<file path="src/rtl/sram_c_drain.sv">
// sram_c_drain: streams len bytes of SRAM C from base_addr out on a valid/ready byte port
module sram_c_drain #(
  parameter int AW     = 10,
  parameter int DW     = 8,
  parameter int FIFO_D = 2
) (
  input  logic          rpll_clk,
  input  logic          rst_n,
  input  logic          start,
  input  logic [AW-1:0] base_addr,
  input  logic [AW:0]   len,
  output logic          busy,
  output logic          done,
  output logic          sram_C_sel,
  output logic [AW-1:0] sram_C_addr,
  input  logic [DW-1:0] sram_C_dout,
  output logic [DW-1:0] m_data,
  output logic          m_valid,
  input  logic          m_ready
);
  localparam int PW = $clog2(FIFO_D);
  localparam logic [PW:0] DEPTH = FIFO_D[PW:0];
  typedef enum logic {S_IDLE, S_RUN} state_t;
  state_t        r_state, w_next;
  logic [AW:0]   r_len, r_issued, r_sent;
  logic [AW-1:0] r_addr;
  logic          r_in_flight, r_done;
  logic [DW-1:0] r_mem [FIFO_D];
  logic [PW-1:0] r_wp, r_rp;
  logic [PW:0]   r_cnt, w_occ;
  logic          w_go, w_pop, w_push, w_issue, w_last;
  // sram_C_addr always presents the next address to read; the SRAM samples it on
  // every edge, and an edge where w_issue holds counts that sample as a read
  assign busy        = r_state == S_RUN;
  assign done        = r_done;
  assign sram_C_sel  = busy;
  assign sram_C_addr = r_addr;
  assign m_valid     = r_cnt != '0;
  assign m_data      = r_mem[r_rp];
  // issue credit counts FIFO entries plus the read whose data lands next edge
  always_comb begin
    w_go    = start && r_state == S_IDLE;
    w_pop   = m_valid && m_ready;
    w_push  = r_in_flight;
    w_occ   = r_cnt + {{PW{1'b0}}, r_in_flight} - {{PW{1'b0}}, w_pop};
    w_issue = r_state == S_RUN && r_issued < r_len && w_occ < DEPTH;
    w_last  = w_pop && r_sent == r_len - 1'b1;
    w_next  = r_state == S_IDLE ? ((w_go && len != '0) ? S_RUN : S_IDLE)
                                : (w_last ? S_IDLE : S_RUN);
  end
  // state register
  always_ff @(posedge rpll_clk or negedge rst_n) begin
    if (!rst_n) r_state <= S_IDLE;
    else        r_state <= w_next;
  end
  // address/issue counters, done pulse and prefetch FIFO
  always_ff @(posedge rpll_clk or negedge rst_n) begin
    if (!rst_n) begin
      r_len       <= '0;
      r_issued    <= '0;
      r_sent      <= '0;
      r_addr      <= '0;
      r_in_flight <= 1'b0;
      r_done      <= 1'b0;
      r_wp        <= '0;
      r_rp        <= '0;
      r_cnt       <= '0;
      for (int i = 0; i < FIFO_D; i++) r_mem[i] <= '0;
    end else begin
      r_done      <= (w_go && len == '0) || (r_state == S_RUN && w_last);
      r_in_flight <= w_issue;
      r_cnt       <= r_cnt + {{PW{1'b0}}, w_push} - {{PW{1'b0}}, w_pop};
      if (w_go && len != '0) begin
        r_addr   <= base_addr;
        r_len    <= len;
        r_issued <= '0;
        r_sent   <= '0;
      end
      if (w_issue) begin
        r_addr   <= r_addr + 1'b1;
        r_issued <= r_issued + 1'b1;
      end
      if (w_push) begin
        r_mem[r_wp] <= sram_C_dout;
        r_wp        <= r_wp + 1'b1;
      end
      if (w_pop) begin
        r_rp   <= r_rp + 1'b1;
        r_sent <= r_sent + 1'b1;
      end
    end
  end
endmodule

</file>
<file path="config.mk">
export PLATFORM = sky130hd
export DESIGN_NAME = sram_c_drain
export DESIGN_NICKNAME = d
export VERILOG_FILES = /design/src/rtl/sram_c_drain.sv
export SDC_FILE = /design/constraint.sdc
export NUM_CORES = 1
export LEC_CHECK = 0
export CORE_MARGIN = 2
export CORE_UTILIZATION = 34
export CTS_CLUSTER_SIZE = 10
export DETAILED_ROUTE_END_ITERATION = 10
export GPL_TIMING_DRIVEN = 1
export PLACE_DENSITY_LB_ADDON = 0.3
export RECOVER_POWER = 50
export SLEW_MARGIN = 20
export SYNTH_ARGS = -nofsm -noshare
export SYNTH_HDL_FRONTEND = slang
export SYNTH_SLANG_ARGS = --single-unit
</file>
<file path="constraint.sdc">
create_clock -name rpll_clk -period 3.6 [get_ports rpll_clk]
set_clock_uncertainty 0.05 [all_clocks]
set_input_delay 0.36 -clock rpll_clk [delete_from_list [all_inputs] [get_ports rpll_clk]]
set_output_delay 0.36 -clock rpll_clk [all_outputs]
set_load 0.05 [all_outputs]
</file>
### After elaboration in Yosys (flattened, before gate mapping)

Cells that the tools add are included.

| operators by class | value |
|---|---|
| add/sub/neg operators | 8 |
| $lt $le $gt $ge | 5 |
| eq/ne operators | 1 |
| multiplexer cells | 14 |
| bitwise logic cells | 3 |
| reduce and logical (&&, ||, !) cells | 15 |

Operators by type and width:

| operator | number |
|---|---|
| 11-bit two-way mux | 3 |
| 8-bit two-way mux | 4 |
| 11-bit by 1-bit adder with 11-bit output, second input constant | 2 |
| 10-bit two-way mux | 2 |
| 16-bit bitwise mux | 1 |
| 11-bit equality test | 1 |
| 11-bit zero test | 1 |
| 11-bit less-than comparator | 1 |
| 11-bit nonzero test | 1 |
| 11-bit by 1-bit subtractor with 11-bit output, second input constant | 1 |
| 10-bit by 1-bit adder with 10-bit output, second input constant | 1 |
| 1-bit logical AND | 9 |
| 8-bit demux with 1-bit select | 1 |
| 2-bit nonzero test | 3 |
| 2-bit >= comparator, second input constant | 2 |
| 1-bit inverter with 2-bit output | 2 |
| 1-bit two-way mux | 3 |
| 1-bit adder, second input constant | 2 |
| 2-bit by 1-bit adder with 2-bit output | 1 |
| 2-bit by 1-bit less-than comparator with 1-bit output, second input constant | 1 |
| 2-bit less-than comparator, second input constant | 1 |
| 2-bit by 1-bit subtractor with 2-bit output | 1 |
| 1-bit logical OR | 1 |
| 1-bit inverter | 1 |

| word-level totals | value |
|---|---|
| register bits after elaboration | 66 |
| word-level logic and storage cells | 58 |

### Logic depth before layout (Yosys ltp)

Gate-level depths: netlist of the first run.

| logic depth | value |
|---|---|
| word-level depth | 6 |
| gate-level depth with buffers | 15 |
| gate-level depth less buffers | 12 |

### Worst setup path after synthesis of the first run

No wires, ideal clock.

| timing path | value |
|---|---|
| path type | reg-to-reg |
| start | register r_cnt[0] |
| end | register r_addr[9] (netlist: sram_C_addr[9]) |
| arrival time | 3.152 ns |
| required time | 3.427 ns |
| setup slack | 0.276 ns |
| stages on the path, launching flop included | 14 |
| path buffers | 1 |
| period minus slack after synthesis | 3.324 ns |
| path through | dfrtp_1 -> or2_2 -> nand2_1 -> clkinv_1 -> ha_1 -> inv_1 -> ha_1 -> xor2_1 -> xnor2_1 -> inv_1 -> a311oi_2 -> buf_6 -> mux2_2 -> o221a_2 |

| on the way | value |
|---|---|
| cells in the longest elaborated chain, start to end | 6 |
| elaborated cells between the ends (all ways) | 8 |
| those cells by class | add/sub (2); order compare (1); mux (1); reduce/logical (4) |

RTL lines:

| item | RTL line | RTL |
|---|---|---|
| start, declared | 30 | `logic [PW:0] r_cnt, w_occ;` |
| start signal, assigned | 72 | `r_cnt <= r_cnt + {{PW{1'b0}}, w_push} - {{PW{1'b0}}, w_pop};` |
| 2-bit nonzero test (*) | 38 | `assign m_valid = r_cnt != '0;` |
| via m_valid | 18 | `output logic m_valid,` |
| 1-bit logical AND (*) | 43 | `w_pop = m_valid && m_ready;` |
| via w_pop | 31 | `logic w_go, w_pop, w_push, w_issue, w_last;` |
| 2-bit by 1-bit subtractor with 2-bit output (*) | 45 | `w_occ = r_cnt + {{PW{1'b0}}, r_in_flight} - {{PW{1'b0}}, w_pop};` |
| via w_occ[1] | 30 |  |
| 2-bit less-than comparator (*) | 46 | `w_issue = r_state == S_RUN && r_issued < r_len && w_occ < DEPTH;` |
| 1-bit logical AND (*) | 46 |  |
| 10-bit two-way mux or 2-bit nonzero test (tied branches) | -- |  |
| end signal, assigned | 74 | `r_addr <= base_addr;` |
| end signal, assigned | 80 | `r_addr <= r_addr + 1'b1;` |
| end, declared | 26 | `logic [AW-1:0] r_addr;` |

The timed path passes the listed nets; every way through them passes the cells marked *.
A chain may end at the register's enable or synchronous reset.

### Final worst setup path of the first run

| timing path | value |
|---|---|
| start | register r_cnt[0] |
| end | register r_addr[8] (netlist: sram_C_addr[8]) |

| on the way | value |
|---|---|
| cells in the longest elaborated chain, start to end | 6 |
| elaborated cells between the ends (all ways) | 8 |
| those cells by class | add/sub (2); order compare (1); mux (1); reduce/logical (4) |

RTL lines:

| item | RTL line |
|---|---|
| 2-bit nonzero test (*) | 38 |
| 1-bit logical AND (*) | 43 |
| via w_pop | 31 |
| 2-bit by 1-bit subtractor with 2-bit output (*) | 45 |
| via w_occ[1] | 30 |
| 2-bit less-than comparator (*) | 46 |
| 1-bit logical AND (*) | 46 |
| 10-bit two-way mux or 2-bit nonzero test (tied branches) | -- |

Marks and branches as above.

==> results.sh, run 1 <==
export IMPL_status="finished with violations"
export IMPL_failed_checks="max-capacitance violations, max-slew violations"
export IMPL_slew_violations=45
export IMPL_firstDrtPassIters=4
export IMPL_wl_per_cell_um=15.0
export IMPL_post_cts_setup_buffer_count=0
export IMPL_fin_crit_sh_pct=85.6
export IMPL_worst_pin_slew_ns=2.51
export IMPL_num_vias=2970
export IMPL_crit_path_end_kind="flip-flop"
export IMPL_crit_buf_inv=4
export IMPL_hpwlAfterDp_um=5990
export IMPL_rsz0062_at_grt="false"
export IMPL_max_freq_mhz=324
export IMPL_start_util_pct=34.7
export IMPL_worstPathCellList="or2_2, nand2_1, clkinv_1, ha_1, inv_1, ha_1, xor2_1, xnor2_1, inv_1, a311oi_4, buf_12, mux2_2, a221o_1"
export IMPL_post_drt_via_cell_ratio=5.25
export IMPL_setup_viol=0
export IMPL_seq_area_frac_synth_pct=44.1
export IMPL_syn_num_nets=413
export IMPL_yosysUniqueCellTypes=51
export IMPL_power_frac_seq_pct=30.1
export IMPL_drc=0
export IMPL_clk_pin_slew_worst_paths_ns=0.08
export IMPL_cts_inserted_buffers=9
export IMPL_io_buffers=54
export IMPL_cts_num_sinks=66
export IMPL_synth_async_reset_ratio_pct=100
export IMPL_insertion_delay_ns=0.35
export IMPL_worstPathRequired_ns=3.78
export IMPL_grt_start_max_net_pins=45
export IMPL_cts_tree="built"
export IMPL_utilization_pct=43.1
export IMPL_synthDominantCellAreaShare_pct=44.1
export IMPL_antenna_found_initial=0
export IMPL_critPathMaxStageDelay_ns=0.38
export IMPL_cellInternalPower_mw=2.49
export IMPL_cts_resized=0
export IMPL_die_w_um=109
export IMPL_drv_cap=1
export IMPL_drive_above_1_share_pct=15.0
export IMPL_dieArea_mm2=0.0119
export IMPL_fin_crit_ns=3.08
export IMPL_cp_slowest_cell="dfrtp_1"
export IMPL_synth_largest_area_cell="dfrtp_1"
export IMPL_nets=470
export IMPL_wirelength_um=8480
export IMPL_grt_overflow=0
export IMPL_antenna_left=0
export IMPL_drtIter0Drc=92
export IMPL_die_y_um=109
export IMPL_power_clock_fraction_pct=15.9
export IMPL_max_clock_path_buffers=2
export IMPL_min_path_type="flip-flop to flip-flop"
export IMPL_power_density_mw_per_mm2=959
export IMPL_area_growth_synth_to_final_pct=24.4
export IMPL_core_rowCount=38
export IMPL_p_total_mw=4.47
export IMPL_syn_inst=364
export IMPL_critPathLaunchType="flip-flop"
export IMPL_yosys_top_cells_area="dfrtp_1, mux2_2, ha_1"
export IMPL_core_mm2=0.0108
export IMPL_sw_frac_of_total_pct=44.4
export IMPL_power_leakage_nw=1.99
export IMPL_syn_area_mm2=0.00374
export IMPL_slew_headroom_pct=-67.1
export IMPL_crit_arrival_ns=3.27
export IMPL_grt_pass1_wl_um=14300
export IMPL_n_antenna_cell=0
export IMPL_synthFlopType="dfrtp_1"
export IMPL_path_delay_family="compound AO/OA/AOI/OAI gates"
export IMPL_crit_type="flip-flop to flip-flop"
export IMPL_gp_congestion=0.747
export IMPL_num_io_pins=55
export IMPL_hold_viol=0
export IMPL_grt_pass1_vias=3048
export IMPL_cts_hold_buf=0
export IMPL_avgSynthCellArea_um2=10.3
export IMPL_vdd_drop_max_v=0.000554
export IMPL_cts_root_buf="clkbuf_8"
export IMPL_synth_seq_cells=66
export IMPL_synth_edf_count=0
export IMPL_p_sw_mw=1.98
export IMPL_power_frac_comb_pct=54.0
export IMPL_htree_levels=3
export IMPL_yosys_warnings=0
export IMPL_crit_fanout=40
export IMPL_grt_total_usage_pct=15.6
export IMPL_finalSetupTns_ns=0
[metrics by stage]
stage               worst slack [ns]  instance area [um2]  hold WS, ns  instances
global route                   0.255                 4660        0.457        566
finish                         0.517                 4660        0.441        566
CTS                            0.493                 4680        0.189        566
floorplan                      0.276                 3740       0.0144        364
global placement               0.441                 4460        0.429        550
detailed placement             0.410                 4460        0.429        550
[worst reg2reg max path, stage by stage, from the launching register on]
cell and delay (ns):
dfrtp_1 0.38, or2_2 0.31, nand2_1 0.09, clkinv_1 0.08
ha_1 0.27, inv_1 0.06, ha_1 0.15, xor2_1 0.18
xnor2_1 0.14, inv_1 0.11, a311oi_4 0.26, buf_12 0.25
mux2_2 0.36, a221o_1 0.29
[routing by layer]
| metal | track usage (%) | part of all wire, % |
|---|---|---|
| met1 | 18.7 | 46 |
| met2 | 26.6 | 49 |
| met3 | 3.17 | 3.2 |
| met4 | 7.51 | 2.6 |
| met5 | 0 | 0 |
[placed cells by master (no fill, tap or decap), drive strengths merged, types with 2 or more instances in the layout]
cell,Yosys,layout
a211o,2,2
a211oi,3,3
a21o,5,5
a21oi,7,7
a221o,3,3
a22o,4,4
a311oi,2,2
a31oi,6,6
a32oi,4,4
and3,10,10
and3b,2,2
buf,6,5
bufinv,0,2
clkbuf,9,12
clkdlybuf4s50,0,53
clkinv,1,2
dfrtp,66,66
ha,16,16
inv,20,23
mux2,35,35
mux2i,9,9
nand2,36,36
nand3,12,12
nand4,7,7
nor2,14,14
nor2b,4,4
nor3,6,6
nor3b,4,4
nor4,6,6
nor4b,2,2
o21ai,33,33
o31ai,2,2
xnor2,9,9
xor2,6,6
[power by group through the flow]
stage	clock network [mW]	registers [mW]	logic, mW
detailed placement	0	1.36	2.43
finish	0.711	1.34	2.41
floorplan	0	1.47	1.74
global placement	0	1.35	2.38
CTS	0.735	1.35	2.44
global route	0.770	1.40	2.64
[final timing paths]
path | start | to | slack (ns) | depth (start not counted)
worst max-delay path | r_cnt[0] | sram_C_addr[8] | 0.52 | 13
worst min-delay path | r_wp | r_wp | 0.44 | 1
worst max register to register | r_cnt[0] | sram_C_addr[8] | 0.52 | 13
worst min register to register | r_wp | r_wp | 0.44 | 1
max in group asynchronous | rst_n | done | 1.16 | 2
min in group asynchronous | rst_n | sram_C_addr[9] | 0.73 | 1
[cells in the mapped netlist (3+ instances only)]
library cell,count
mux2i_1,9
ha_1,16
clkbuf_1,9
xor2_1,6
a21oi_1,7
nor2b_1,4
buf_6,3
a32oi_1,4
xnor2_1,9
nor3_1,6
a221o_1,3
nor2_1,14
a31oi_1,6
nand2_1,36
nor4_1,5
nor3b_1,4
a21o_1,4
mux2_2,35
dfrtp_1,66
nand4_1,7
o21ai_0,33
nand3_1,12
and3_1,10
a22o_1,4
inv_1,20
[sequential cells by signal, summed over array words and instances (netlist names)]
| signal | cells |
|---|---|
| r_mem | 16 |
| r_issued | 11 |
| r_len | 11 |
| r_sent | 11 |
| sram_C_addr | 10 |
| r_cnt | 2 |
| busy | 1 |
| done | 1 |
| r_in_flight | 1 |
| r_rp | 1 |
| r_wp | 1 |
[logic make-up after synthesis]
family | synth area share, %
buffers and inverters | 4.61
DFF | 44.1
adders and majority gates | 5.35
xor gates and xnor gates | 3.51
AOI/OAI and AO/OA | 13.9
and+or+nand+nor | 15.5
muxes | 12.9
[area by class of cell]
cell class / instances / area [um2]
repair buffers: 61 / 606
fillers: 1042 / 6140
flip-flops and latches: 66 / 1650
clock inverters: 7 / 98.8
well taps: 140 / 175
inverters: 21 / 78.8
multi-input cells: 262 / 1920
clock buffers: 9 / 124
(Power assumes the default switching activity.)
==> inputs of run 2 (changes only) <==
CORE_MARGIN = 4   (was 2)
CTS_BUF_LIST = sky130_fd_sc_hd__clkbuf_2 sky130_fd_sc_hd__clkbuf_4 sky130_fd_sc_hd__clkbuf_8   (was not set)
CTS_CLUSTER_DIAMETER = 40   (was not set)
==> results.sh, run 2 (synthesis gave the netlist of run 1 again) <==
export IMPL_crit_type="flip-flop to flip-flop"
export IMPL_cts_inserted_buffers=9
export IMPL_hold_viol=0
export IMPL_clk_pin_slew_worst_paths_ns=0.09
export IMPL_num_io_pins=55
export IMPL_place_area_mm2=0.00446
export IMPL_stdcell_area_mm2=0.00466
export IMPL_power_leakage_nw=1.99
export IMPL_drc=0
export IMPL_power_frac_comb_pct=53.8
export IMPL_die_w_um=113
export IMPL_cts_resized=0
export IMPL_cts_tree="built"
export IMPL_post_cts_setup_buffer_count=0
export IMPL_firstDrtPassIters=5
export IMPL_die_y_um=113
export IMPL_core_mm2=0.0108
export IMPL_n_antenna_cell=0
export IMPL_grt_overflow=0
export IMPL_htree_levels=3
export IMPL_vdd_drop_max_v=0.000610
export IMPL_drv_cap=0
export IMPL_num_vias=2932
export IMPL_area_growth_synth_to_final_pct=24.6
export IMPL_drive_above_1_share_pct=15.1
export IMPL_post_drt_via_cell_ratio=5.14
export IMPL_grt_pass1_wl_um=14700
export IMPL_largest_reg_flops=16
export IMPL_status="finished, final reports clean"
export IMPL_min_path_type="flip-flop to flip-flop"
export IMPL_critPathMaxStageDelay_ns=0.48
export IMPL_core_rowCount=38
export IMPL_rsz0062_at_grt="false"
export IMPL_hpwlAfterDp_um=6430
export IMPL_cts_root_buf="clkbuf_8"
export IMPL_setup_viol=0
export IMPL_sw_frac_of_total_pct=44.7
export IMPL_finalSetupTns_ns=0
export IMPL_grt_total_usage_pct=14.3
export IMPL_critPathLaunchType="flip-flop"
export IMPL_antenna_found_initial=0
export IMPL_most_common_layout_cells="dfrtp_1, clkdlybuf4s50_1, nand2_1"
export IMPL_crit_path_end_kind="flip-flop"
export IMPL_drtIter0Drc=93
export IMPL_insertion_delay_ns=0.35
export IMPL_max_freq_mhz=310
export IMPL_wl_per_cell_um=15.3
export IMPL_io_buffers=54
export IMPL_max_clock_path_buffers=2
export IMPL_fin_crit_sh_pct=89.6
export IMPL_cts_hold_buf=1
export IMPL_mostFrequentLayoutCell="dfrtp_1"
export IMPL_gp_congestion=0.830
export IMPL_crit_fanout=14
export IMPL_wirelength_um=8750
export IMPL_crit_arrival_ns=3.44
export IMPL_cts_num_sinks=66
export IMPL_worstPathCellList="or2_2, nand2_1, clkinv_1, ha_1, inv_1, ha_1, xor2_1, xnor2_1, inv_1, a311oi_4, buf_4, mux2_2, o21ai_0"
export IMPL_slew_violations=0
export IMPL_cellInternalPower_mw=2.49
export IMPL_power_clock_fraction_pct=16.2
export IMPL_grt_pass1_vias=3089
export IMPL_start_util_pct=34.7
export IMPL_power_frac_seq_pct=30.1
export IMPL_slew_headroom_pct=13.3
export IMPL_worstPathRequired_ns=3.81
export IMPL_p_sw_mw=2.01
export IMPL_fin_crit_ns=3.23
export IMPL_worst_pin_slew_ns=1.30
export IMPL_grt_start_max_net_pins=41
export IMPL_nets=474
export IMPL_top_register="r_mem"
export IMPL_power_density_mw_per_mm2=963
export IMPL_cp_slowest_cell="a311oi_4"
export IMPL_dieArea_mm2=0.0127
export IMPL_antenna_left=0
[run 2: cell type report]
class	instances	area [um2]
Inverter	21	78.8
Fill cell	1017	6130
Clock inverter	7	101
Sequential cell	66	1650
Multi-Input combinational cell	262	1920
Timing Repair Buffer	65	608
Clock buffer	9	124
Tap cell	140	175
[run 2: per-layer routing]
metal | track usage, % | share of wire (%)
met5 | 0 | 0
met4 | 4.49 | 1.4
met3 | 3.26 | 3.4
met2 | 24.5 | 49
met1 | 17.9 | 46
[run 2: power by group through the flow]
| stage | clock network (mW) | registers (mW) | logic [mW] |
|---|---|---|---|
| 2_1_floorplan | 0 | 1.47 | 1.74 |
| 3_3_place_gp | 0 | 1.35 | 2.37 |
| 3_5_place_dp | 0 | 1.37 | 2.43 |
| 4_1_cts | 0.738 | 1.36 | 2.44 |
| 5_1_grt | 0.770 | 1.40 | 2.64 |
| 6_report | 0.726 | 1.35 | 2.41 |
[run 2: per-stage QoR]
stage / setup WS, ns / utilization, % / std cells / hold WS (ns) / power (mW)
3_3_place_gp: 0.368 / 41.3 / 553 / 0.327 / 3.72
4_1_cts: 0.376 / 43.5 / 570 / 0.445 / 4.53
2_1_floorplan: 0.276 / - / 364 / 0.0144 / 3.20
5_1_grt: 0.0981 / 43.2 / 570 / 0.472 / 4.81
6_report: 0.373 / 43.2 / 570 / 0.445 / 4.49
3_5_place_dp: 0.265 / 41.3 / 553 / 0.328 / 3.79
[run 2: worst paths after layout]
check | startpoint | to | slack (ns) | cells after the start
max | r_cnt[1] | sram_C_addr[2] | 0.37 | 13
min | r_wp | r_wp | 0.45 | 1
max in group asynchronous | rst_n | r_issued[4] | 0.98 | 3
min in group asynchronous | rst_n | sram_C_addr[9] | 0.77 | 2
max reg2reg | r_cnt[1] | sram_C_addr[2] | 0.37 | 13
min reg2reg | r_wp | r_wp | 0.45 | 1
[run 2: worst max-delay path, delay by kind of cell (launching register included)]
family                     cells  cell delay (ns)
buffers and inverters          4             0.53
AOI/OAI and AO/OA              2             0.62
DFF                            1             0.40
adders and majority gates      2             0.46
and+or+nand+nor                2             0.42
xor gates and xnor gates       2             0.30
muxes                          1             0.35
==> inputs of run 3 (changes only) <==
REMOVE_ABC_BUFFERS = 1   (was not set)
==> results.sh, run 3 (synthesis gave the netlist of run 1 again) <==
export IMPL_status="finished with violations"
export IMPL_failed_checks="max-capacitance violations, max-slew violations"
export IMPL_place_area_mm2=0.00446
export IMPL_max_freq_mhz=312
export IMPL_finalSetupTns_ns=0
export IMPL_wirelength_um=8830
export IMPL_drtIter0Drc=95
export IMPL_die_w_um=113
export IMPL_fin_crit_ns=3.21
export IMPL_r2r_end="r_issued[2]"
export IMPL_crit_arrival_ns=3.43
export IMPL_most_common_layout_cells="dfrtp_1, clkdlybuf4s50_1, nand2_1"
export IMPL_num_vias=2946
export IMPL_crit_buf_inv=4
export IMPL_hold_viol=0
export IMPL_crit_type="flip-flop to flip-flop"
export IMPL_insertion_delay_ns=0.35
export IMPL_dieArea_mm2=0.0127
export IMPL_gp_congestion=0.800
export IMPL_slew_headroom_pct=-32.4
export IMPL_worstPathRequired_ns=3.82
export IMPL_sw_frac_of_total_pct=44.8
export IMPL_grt_start_max_net_pins=35
export IMPL_cp_slowest_cell="a311oi_4"
export IMPL_rsz0062_at_grt="false"
export IMPL_power_frac_seq_pct=30.5
export IMPL_r2r_start="r_cnt[0]"
export IMPL_stdcell_area_mm2=0.00465
export IMPL_power_frac_comb_pct=55.0
export IMPL_min_to="r_wp"
export IMPL_max_clock_path_buffers=2
export IMPL_area_growth_synth_to_final_pct=24.3
export IMPL_clk_pin_slew_worst_paths_ns=0.08
export IMPL_cts_resized=0
export IMPL_htree_levels=3
export IMPL_die_y_um=113
export IMPL_start_util_pct=34.7
export IMPL_hpwlAfterDp_um=6470
export IMPL_largest_reg_flops=16
export IMPL_cts_inserted_buffers=9
export IMPL_min_path_type="flip-flop to flip-flop"
export IMPL_drv_cap=1
export IMPL_io_buffers=54
export IMPL_rrSetupSlack_ns=0.39
export IMPL_fin_crit_sh_pct=89.1
export IMPL_grt_overflow=0
export IMPL_grt_pass1_vias=3069
export IMPL_power_leakage_nw=1.99
export IMPL_worstPathCellList="or2_2, nand2_1, clkinv_1, ha_1, inv_1, ha_1, xor2_1, xnor2_1, inv_1, a311oi_4, buf_4, mux2_2, mux2i_1"
export IMPL_cts_root_buf="clkbuf_8"
export IMPL_grt_pass1_wl_um=14800
export IMPL_cts_hold_buf=0
export IMPL_cts_num_sinks=66
export IMPL_top_register="r_mem"
export IMPL_grt_total_usage_pct=14.4
export IMPL_power_clock_fraction_pct=14.5
export IMPL_p_sw_mw=1.99
export IMPL_crit_path_end_kind="flip-flop"
export IMPL_min_from="r_wp"
export IMPL_critPathLaunchType="flip-flop"
export IMPL_antenna_left=0
export IMPL_antenna_found_initial=0
export IMPL_critPathMaxStageDelay_ns=0.49
export IMPL_n_antenna_cell=0
export IMPL_power_density_mw_per_mm2=955
export IMPL_worst_pin_slew_ns=1.99
export IMPL_crit_fanout=14
export IMPL_drc=0
export IMPL_cellInternalPower_mw=2.45
export IMPL_post_cts_setup_buffer_count=0
export IMPL_core_rowCount=38
export IMPL_post_drt_via_cell_ratio=5.18
export IMPL_fillers=1045
export IMPL_firstDrtPassIters=4
export IMPL_core_mm2=0.0108
export IMPL_rr_worst_depth=13
export IMPL_path_delay_family="buffers and inverters"
export IMPL_vdd_drop_max_v=0.000564
export IMPL_wl_per_cell_um=15.5
export IMPL_nets=473
export IMPL_mostFrequentLayoutCell="dfrtp_1"
export IMPL_num_io_pins=55
export IMPL_drive_above_1_share_pct=15.9
export IMPL_setup_viol=0
export IMPL_hold_depth=1
export IMPL_slew_violations=35
export IMPL_cts_tree="built"
run 3: changes by cell type in the layout (fill, tap and decap cells not counted), sizes merged:
cell         previous run  this run
inv                    22        21
dlygate4sd3             1         0
clkinv                  2         4
bufinv                  2         1
buf                     7         8
clkinvlp                2         1
run 3: final cells by class:
cell class | count | area, um2 | area share [%]
clock buffers | 10 | 138 | 2.96
clock inverters | 6 | 65.1 | 1.40
inverters | 21 | 78.8 | 1.69
multi-input cells | 262 | 1940 | 41.7
flip-flops and latches | 66 | 1650 | 35.5
well taps | 140 | 175 | 3.77
repair buffers | 64 | 603 | 13.0
run 3: worst max-delay path by stage:
| stage | start | end | slack, ns | cells after the start |
|---|---|---|---|---|
| after floorplan | r_cnt[0] | sram_C_addr[4] | -1.00 | 12 |
| after global placement | m_ready | r_issued[2] | 0.34 | 13 |
| final | r_cnt[0] | r_issued[2] | 0.39 | 13 |
| after detailed placement | m_ready | r_issued[7] | 0.25 | 13 |
| after global routing | r_cnt[1] | r_issued[7] | 0.21 | 13 |
| after CTS | r_cnt[1] | r_issued[2] | 0.33 | 13 |
run 3: power by group through the flow:
stage	Combinational, mW	Clock [mW]	Sequential [mW]
2_1_floorplan	1.55	0	1.49
3_3_place_gp	2.41	0	1.35
3_5_place_dp	2.47	0	1.37
4_1_cts	2.48	0.664	1.36
5_1_grt	2.67	0.696	1.41
6_report	2.44	0.643	1.36
run 3: per-stage QoR:
step | std cells | utilization, % | power [mW] | hold WS [ns] | setup slack, ns
after global routing | 569 | 43.1 | 4.77 | 0.476 | 0.209
after detailed placement | 553 | 41.3 | 3.84 | 0.431 | 0.245
final | 569 | 43.1 | 4.44 | 0.454 | 0.393
after CTS | 569 | 43.2 | 4.50 | 0.0706 | 0.331
after global placement | 553 | 41.3 | 3.76 | 0.427 | 0.337
after floorplan | 349 | - | 3.04 | 0.0144 | -1.00
run 3: per-layer routing:
layer / up-vias / wire, um / GRT usage [%] / part of all wire, %
met5: - / 0 / 0 / 0
met4: 0 / 160 / 6.57 / 1.8
met3: 11 / 257 / 2.03 / 2.9
met2: 49 / 4400 / 24.4 / 50
met1: 1436 / 4010 / 18.2 / 45
li1: 1450 / - / - / -
run 3: worst reg2reg max path, cell delays in order, from the launching register on:
cell,delay [ns]
dfrtp_1,0.38
or2_2,0.34
nand2_1,0.11
clkinv_1,0.10
ha_1,0.28
inv_1,0.04
ha_1,0.17
xor2_1,0.15
xnor2_1,0.16
inv_1,0.10
a311oi_4,0.49
buf_4,0.30
mux2_2,0.35
mux2i_1,0.13
